===== config.mk =====
export PLATFORM = sky130hd
export DESIGN_NAME = serial_in_shift_register_flat
export DESIGN_NICKNAME = d
export VERILOG_FILES = /design/src/rtl/serial_in_shift_register_pkg.sv /design/src/rtl/serial_in_shift_register_if.sv /design/src/rtl/serial_in_shift_register_bit_counter.sv /design/src/rtl/serial_in_shift_register.sv /design/src/flat_wrapper.sv
export SDC_FILE = /design/constraint.sdc
export NUM_CORES = 1
export LEC_CHECK = 0
export ABC_AREA = 1
export BUFFER_PORTS_ARGS = -buffer_cell sky130_fd_sc_hd__buf_2
export CAP_MARGIN = 40
export CORE_AREA = 2 2 39 41
export CTS_CLUSTER_SIZE = 25
export DETAILED_ROUTE_END_ITERATION = 10
export DIE_AREA = 0 0 41 43
export GPL_TIMING_DRIVEN = 1
export HOLD_SLACK_MARGIN = 0.02
export PLACE_DENSITY_LB_ADDON = 0.25
export SYNTH_ARGS = -nofsm -noshare
export SYNTH_HDL_FRONTEND = slang
export SYNTH_HIERARCHICAL = 1
export SYNTH_SLANG_ARGS = --single-unit
export TNS_END_PERCENT = 100

===== constraint.sdc =====
create_clock -name clk -period 1.08 [get_ports clk]
set_input_delay 0.216 -clock clk [delete_from_list [all_inputs] [get_ports clk]]
set_output_delay 0.216 -clock clk [all_outputs]
set_load 0.1 [all_outputs]

===== src/rtl/serial_in_shift_register_pkg.sv =====
// mult_pkg: shared multiplier constants, clog2 helper and holding-register state encoding.
package mult_pkg;
  localparam int WIDTH_DEF = 4;
  localparam logic EMPTY = 1'b0;
  localparam logic FULL = 1'b1;
  function automatic int clog2(input int v);
    int r;
    r = 0;
    for (int i = 0; i < 31; i++) r = ((1 << i) < v) ? i + 1 : r;
    return r;
  endfunction
endpackage


===== src/rtl/serial_in_shift_register_if.sv =====
// serial_in_shift_register_if: serial input strobe/data plus parallel word handshake.
interface serial_in_shift_register_if #(parameter int WIDTH = mult_pkg::WIDTH_DEF);
  localparam int CW = mult_pkg::clog2(WIDTH + 1);
  logic shb;
  logic bit_in;
  logic abort;
  logic data_ack;
  logic [WIDTH-1:0] data_out;
  logic data_valid;
  logic [CW-1:0] bit_cnt;
  logic overrun;
  modport master (output shb, bit_in, abort, data_ack, input data_out, data_valid, bit_cnt, overrun);
  modport slave (input shb, bit_in, abort, data_ack, output data_out, data_valid, bit_cnt, overrun);
endinterface


===== src/rtl/serial_in_shift_register_bit_counter.sv =====
// bit_counter: modulo-MOD up-counter with increment, sync clear and terminal flag at MOD-1.
module bit_counter #(
  parameter int MOD = 4,
  parameter int CW = 3
) (
  input  logic clk,
  input  logic rst,
  input  logic inc,
  input  logic clear,
  output logic [CW-1:0] cnt,
  output logic term
);
  logic [CW-1:0] cnt_q, cnt_d;
  assign term = (cnt_q == CW'(MOD - 1));
  assign cnt = cnt_q;
  always_comb cnt_d = clear ? '0 : inc ? (term ? '0 : cnt_q + CW'(1)) : cnt_q;
  always_ff @(posedge clk or posedge rst)
    if (rst) cnt_q <= '0;
    else cnt_q <= cnt_d;
endmodule


===== src/rtl/serial_in_shift_register.sv =====
// serial_in_shift_register: LSB-first serial-to-parallel receiver with double-buffered word output.
// Define SIR_OVERRUN_EN to build the sticky overrun detector; otherwise overrun is tied to 0.
module serial_in_shift_register
  import mult_pkg::*;
#(
  parameter int WIDTH = WIDTH_DEF
) (
  input logic clk,
  input logic clr,
  serial_in_shift_register_if.slave bus
);
  localparam int CW = clog2(WIDTH + 1);
  logic [WIDTH-1:0] shreg_q, shreg_d, data_q, data_d, word;
  logic state_q, state_d;
  logic [CW-1:0] cnt;
  logic term, shift, complete;
  assign shift = bus.shb & ~bus.abort;
  assign complete = shift & term;
  assign word = {bus.bit_in, shreg_q[WIDTH-1:1]};
  bit_counter #(.MOD(WIDTH), .CW(CW)) u_cnt (
    .clk(clk), .rst(clr), .inc(shift), .clear(bus.abort), .cnt(cnt), .term(term)
  );
  always_comb begin
    shreg_d = (bus.abort | complete) ? '0 : shift ? word : shreg_q;
    data_d = complete ? word : data_q;
    state_d = complete ? FULL : (state_q == FULL && bus.data_ack) ? EMPTY : state_q;
  end
  always_ff @(posedge clk or posedge clr)
    if (clr) begin
      shreg_q <= '0;
      data_q <= '0;
      state_q <= EMPTY;
    end else begin
      shreg_q <= shreg_d;
      data_q <= data_d;
      state_q <= state_d;
    end
  assign bus.data_out = data_q;
  assign bus.data_valid = (state_q == FULL);
  assign bus.bit_cnt = cnt;
`ifdef SIR_OVERRUN_EN
  logic overrun_q, overrun_d;
  always_comb overrun_d = overrun_q | (complete & (state_q == FULL) & ~bus.data_ack);
  always_ff @(posedge clk or posedge clr)
    if (clr) overrun_q <= 1'b0;
    else overrun_q <= overrun_d;
  assign bus.overrun = overrun_q;
`else
  assign bus.overrun = 1'b0;
`endif
endmodule


===== src/flat_wrapper.sv =====
// flat-port wrapper written by rule: the top's interface ports become plain ports
module serial_in_shift_register_flat import mult_pkg::*;
#(
  parameter int WIDTH = WIDTH_DEF
)
  (clk, clr, bus_shb, bus_bit_in, bus_abort, bus_data_ack, bus_data_out, bus_data_valid, bus_bit_cnt, bus_overrun);
  serial_in_shift_register_if #(.WIDTH(WIDTH)) bus_i ();
  input logic clk;
  input logic clr;
  input wire logic [$bits(bus_i.shb)-1:0] bus_shb;
  input wire logic [$bits(bus_i.bit_in)-1:0] bus_bit_in;
  input wire logic [$bits(bus_i.abort)-1:0] bus_abort;
  input wire logic [$bits(bus_i.data_ack)-1:0] bus_data_ack;
  output wire logic [$bits(bus_i.data_out)-1:0] bus_data_out;
  output wire logic [$bits(bus_i.data_valid)-1:0] bus_data_valid;
  output wire logic [$bits(bus_i.bit_cnt)-1:0] bus_bit_cnt;
  output wire logic [$bits(bus_i.overrun)-1:0] bus_overrun;
  assign bus_i.shb = bus_shb;
  assign bus_i.bit_in = bus_bit_in;
  assign bus_i.abort = bus_abort;
  assign bus_i.data_ack = bus_data_ack;
  assign bus_data_out = bus_i.data_out;
  assign bus_data_valid = bus_i.data_valid;
  assign bus_bit_cnt = bus_i.bit_cnt;
  assign bus_overrun = bus_i.overrun;
  serial_in_shift_register #(.WIDTH(WIDTH)) u_core (.clk(clk), .clr(clr), .bus(bus_i));
endmodule

Word level (Yosys, flattened, before mapping):

Index checks and enable logic that the tools add are counted.

* register bits: 12
* bits of input ports: 6
* output and inout port bits: 9
* word-level logic and storage cells: 21

* add/subtract/negate cells: 1
* eq/ne operators: 1
* muxes and demuxes: 7
* bitwise operators: 4
* reductions and logical operators: 4

Operator list (number)
* two-way mux 3 bit: 3
* two-way mux 4 bit: 2
* nonzero test 2 bit: 3
* adder 3 x 1 -> 3 bit (second input constant): 1
* equality test 3 x 2 -> 1 bit (second input constant): 1
* AND 1 bit: 2
* two-way mux 1 bit: 2
* logical AND 1 bit: 1
* inverter 1 bit: 1
* bitwise OR 1 bit: 1

Depth between registers and ports, before layout:

* depth after elaboration: 5
* mapped depth: 7
* mapped depth without buffers: 6

Cells and area by module:

Netlist, hierarchy kept.

By module, submodules not included
* serial_in_shift_register: times used 1, cells an instance 41, area each 362.8 µm², sequential area each 200.2 µm²
* bit_counter: times used 1, cells an instance 21, area each 156.4 µm², sequential area each 75.1 µm²

Worst setup path after synthesis:

No wires, ideal clock.

* kind: reg-to-reg
* from: register u_core.u_cnt.cnt_q[0], in the netlist u_core/u_cnt/cnt[0]
* to: register u_core.data_q[0], in the netlist u_core/bus.data_out[0]
* library setup time: 0.122 ns
* data arrival time: 1.673 ns
* required time: 0.958 ns
* slack: -0.715 ns
* cell stages (with the launch flop): 7
* path buffers: 0
* period minus slack after synthesis: 1.795 ns
* path through: dfrtp_1 ha_1 nand2_1 inv_1 nand3_2 nand2_1 nand2_1

* longest elaborated chain between the ends: 2

RTL lines
* start: declaration: RTL line serial_in_shift_register_bit_counter.sv:13 `logic [CW-1:0] cnt_q, cnt_d;`
* start signal: assignment: RTL line serial_in_shift_register_bit_counter.sv:19 `else cnt_q <= cnt_d;`
* equality test 3 x 2 -> 1 bit: RTL line serial_in_shift_register_bit_counter.sv:14 `assign term = (cnt_q == CW'(MOD - 1));`
* via u_core.term: RTL line serial_in_shift_register.sv:16 `logic term, shift, complete;`
* AND 1 bit: RTL line serial_in_shift_register.sv:18 `assign complete = shift & term;`
* end signal: assignment: RTL line serial_in_shift_register.sv:35 `data_q <= data_d;`
* end: declaration: RTL line serial_in_shift_register.sv:13 `logic [WIDTH-1:0] shreg_q, shreg_d, data_q, data_d, word;`

The timed path passes the listed nets, and every way through them passes these cells.
A chain may end at the register's enable or synchronous reset.

Worst setup path in the final report:

* from: register u_core.u_cnt.cnt_q[1], in the netlist u_core/u_cnt/cnt[1]
* to: output bus_bit_cnt[1]

RTL lines
* end: declaration: RTL line flat_wrapper.sv:16 `output wire logic [$bits(bus_i.bit_cnt)-1:0] bus_bit_cnt;`

No word-level cell between the ends.

==> flow_summary.ini <==
[grt]
grt_pass1_wl_mm = 1.83
grt_pass1_vias = 429
busiest_layer = met2
use_met3_pct = 4.71
antenna_found_initial = 0
grt_max_degree = 10
grt_usage_pct = 15.5
grt_use_met2_pct = 22.8
grt.overflow.total = 0
gr-usage-met1_pct = 20.6

[run]
drv_cap = 0

[min_path]
holdCritStartpoint = bus_data_ack
min_path_type = input port to register
whs_path_depth = 2
hold-path-endpoint = u_core/bus.data_valid$_DFFE_PP0P_

[die]
start_util_pct = 37.5
top_level_ports = 15
placeableCoreArea_mm2 = 0.00138
fp.dieW_um = 41
die_y_um = 43
rows = 14
die_area_mm2 = 0.00176

[sta]
final.setup.tns_ns = -1.53
slew_violations = 0
max_freq_mhz = 798
fin_skew_ns = 0.00718
hold_viol_final = 0
rsz0062_at_grt = yes
fin_crit_ns = 1.25
setup_viol = 14
setup_ws_ns = -0.174
fin_crit_sh_pct = 116

[pwr]
p_leak_nw = 0.440
ir_drop_mv = 0.701
power_density_mw_per_mm2 = 1000

[final_layout]
final_layout_size_suffix_gt1_share_pct = 55.1
final_common_cell = nand2_1
antenna_cells = 0
fin_cells = 105
area_growth_pct = 76.1
final_cell_mix = nand2_1 (16), buf_12 (8), inv_1 (7), nand4_1 (7), buf_4 (6)
fin_nets = 97
fillers = 117

[synthesis]
synth.avg_cell_area_um2 = 8.37
ys_types = 14
yosys_warnings = 6
syn_nets = 69
syn_inst = 62
yosysSeqAreaShare_pct = 53.0
syn_area_um2 = 519
synth-seq-cells = 11

[setup_path]
cp_slowest_cell = dfrtp_4
cp_max_fo = 2
crit_path_end_kind = primary output
worstPathCellList = buf_6 > buf_12
required_ns = 0.86
arrival_ns = 1.04
cp-start-kind = register
reg2reg_depth = 7
critPathKind = register to primary output
cpPeakStageDelay_ns = 0.49
worst_r2r_startpoint = u_core/u_cnt/cnt[0]$_DFFE_PP0P_
reg2reg_slack_ns = -0.12
r2r-end = u_core/shreg_q[3]$_DFFE_PP0P_

[placed_design]
numPortBuffers = 13
dp_cells = 93
hpwl_um = 843
place.gp.congestion = 0.735

[route]
routed_wl_mm = 1.25
via_per_inst = 4.64
drt_iter0_drc = 12
firstDrtPassIters = 4
ant_nets = 0
vias = 487
wl_per_cell_um = 11.9
drcViolationCount = 0

[clock_network]
worst_skew_pair.late_latency_ns = 0.27
clkTransAtPathRegs_ns = 0.07
cts_htree_levels = 1
cts.sinks = 11
cts_tree = done
clk_path_buf_depth = 2
clock-root-buffer = clkbuf_4
numCtsBuffers = 3

[outcome]
outcome = complete, but fails checks
violations = setup timing
==> worst max path at each step <==
stage | from | end | slack (ns)
2_1_floorplan | u_core/u_cnt/cnt[0]$_DFFE_PP0P_ | u_core/bus.data_out[0]$_DFFE_PP0P_ | -0.15
3_3_place_gp | u_core/u_cnt/cnt[1]$_DFFE_PP0P_ | u_core/shreg_q[1]$_DFFE_PP0P_ | 0.03
3_5_place_dp | u_core/u_cnt/cnt[1]$_DFFE_PP0P_ | u_core/shreg_q[3]$_DFFE_PP0P_ | -0.01
4_1_cts | u_core/u_cnt/cnt[2]$_DFFE_PP0P_ | bus_bit_cnt[2] | -0.18
5_1_grt | u_core/u_cnt/cnt[0]$_DFFE_PP0P_ | bus_bit_cnt[0] | -0.20
6_report | u_core/u_cnt/cnt[1]$_DFFE_PP0P_ | bus_bit_cnt[1] | -0.17
==> metal layers <==
layer / share of wire [%] / vias to the layer above
met5: 0 / -
met4: 0 / 0
met3: 4.1 / 0
met2: 50 / 16
met1: 46 / 224
li1: - / 247
==> logic make-up after synthesis <==
kind of cell | after synthesis | share of synthesized area [%]
AO/OA/AOI/OAI | 1 | 0.963
adder cells (fa/ha/maj) | 1 | 2.41
buffers and inverters | 12 | 10.8
flip-flops | 11 | 53.0
other | 1 | 0.722
AND/OR/NAND/NOR | 36 | 32.0
==> state kept, by name, indices dropped and copies added, names as in the netlist <==
register / count
u_core/bus.data_out: 4
u_core/shreg_q: 3
u_core/u_cnt/cnt: 3
u_core/bus.data_valid: 1
==> synthesized netlist by cell type <==
library cell  count  area (um2)
nor2_1            3        11.3
buf_4             1        7.51
nand2_1          21        78.8
inv_2             1        3.75
nand3_2           1        10.0
inv_1             9        33.8
nor2_2            2        12.5
conb_1            1        3.75
dfrtp_1          11         275
ha_1              1        12.5
nand3_1           2        10.0
nand4_1           7        43.8
o21ai_0           1        5.00
buf_6             1        11.3
==> metrics by stage <==
| step | utilization [%] | power, mW | instance area [um2] | setup slack (ns) | hold slack (ns) |
|---|---|---|---|---|---|
| floorplan | - | 0.557 | 567 | -0.148 | -0.0303 |
| global placement | 56.6 | 0.616 | 783 | 0.0258 | 0.103 |
| detailed placement | 56.6 | 0.618 | 783 | -0.0104 | 0.105 |
| CTS | 62.7 | 0.918 | 868 | -0.182 | 0.102 |
| global route | 66.1 | 0.958 | 915 | -0.198 | 0.0988 |
| finish | 66.1 | 0.918 | 915 | -0.174 | 0.107 |
==> final cells by class <==
| class | count | area [um2] | area share [%] |
|---|---|---|---|
| Timing Repair Buffer | 25 | 297 | 32.4 |
| Sequential cell | 11 | 293 | 32.0 |
| Multi-Input combinational cell | 39 | 234 | 25.6 |
| Inverter | 10 | 45.0 | 4.92 |
| Clock buffer | 4 | 26.3 | 2.87 |
| Tap cell | 16 | 20.0 | 2.19 |
==> worst max-delay path: cells and delay by family, from the launching register on <==
| family | cells | cell delay, ns |
|---|---|---|
| DFF | 1 | 0.49 |
| buffers and inverters | 2 | 0.28 |
==> power by group <==
group,switching (mW),internal [mW],leakage [nW],total (mW)
clock,0.138,0.143,0.0150,0.281
sequential,0.00994,0.426,0.138,0.436
combinational,0.128,0.0735,0.288,0.201
total,0.276,0.642,0.440,0.918
==> timing repair <==
action | 4_1_cts | 5_1_grt
resized for setup | 7 | 8
buffers inserted | 4 | 3
pin swaps | 0 | 2
endpoints found under the hold margin | 11 | 0
gates cloned | 0 | 0
setup endpoints to repair | 10 | 19
hold buffers | 1 | 0
No activity file was read; power rests on OpenSTA's default activity.
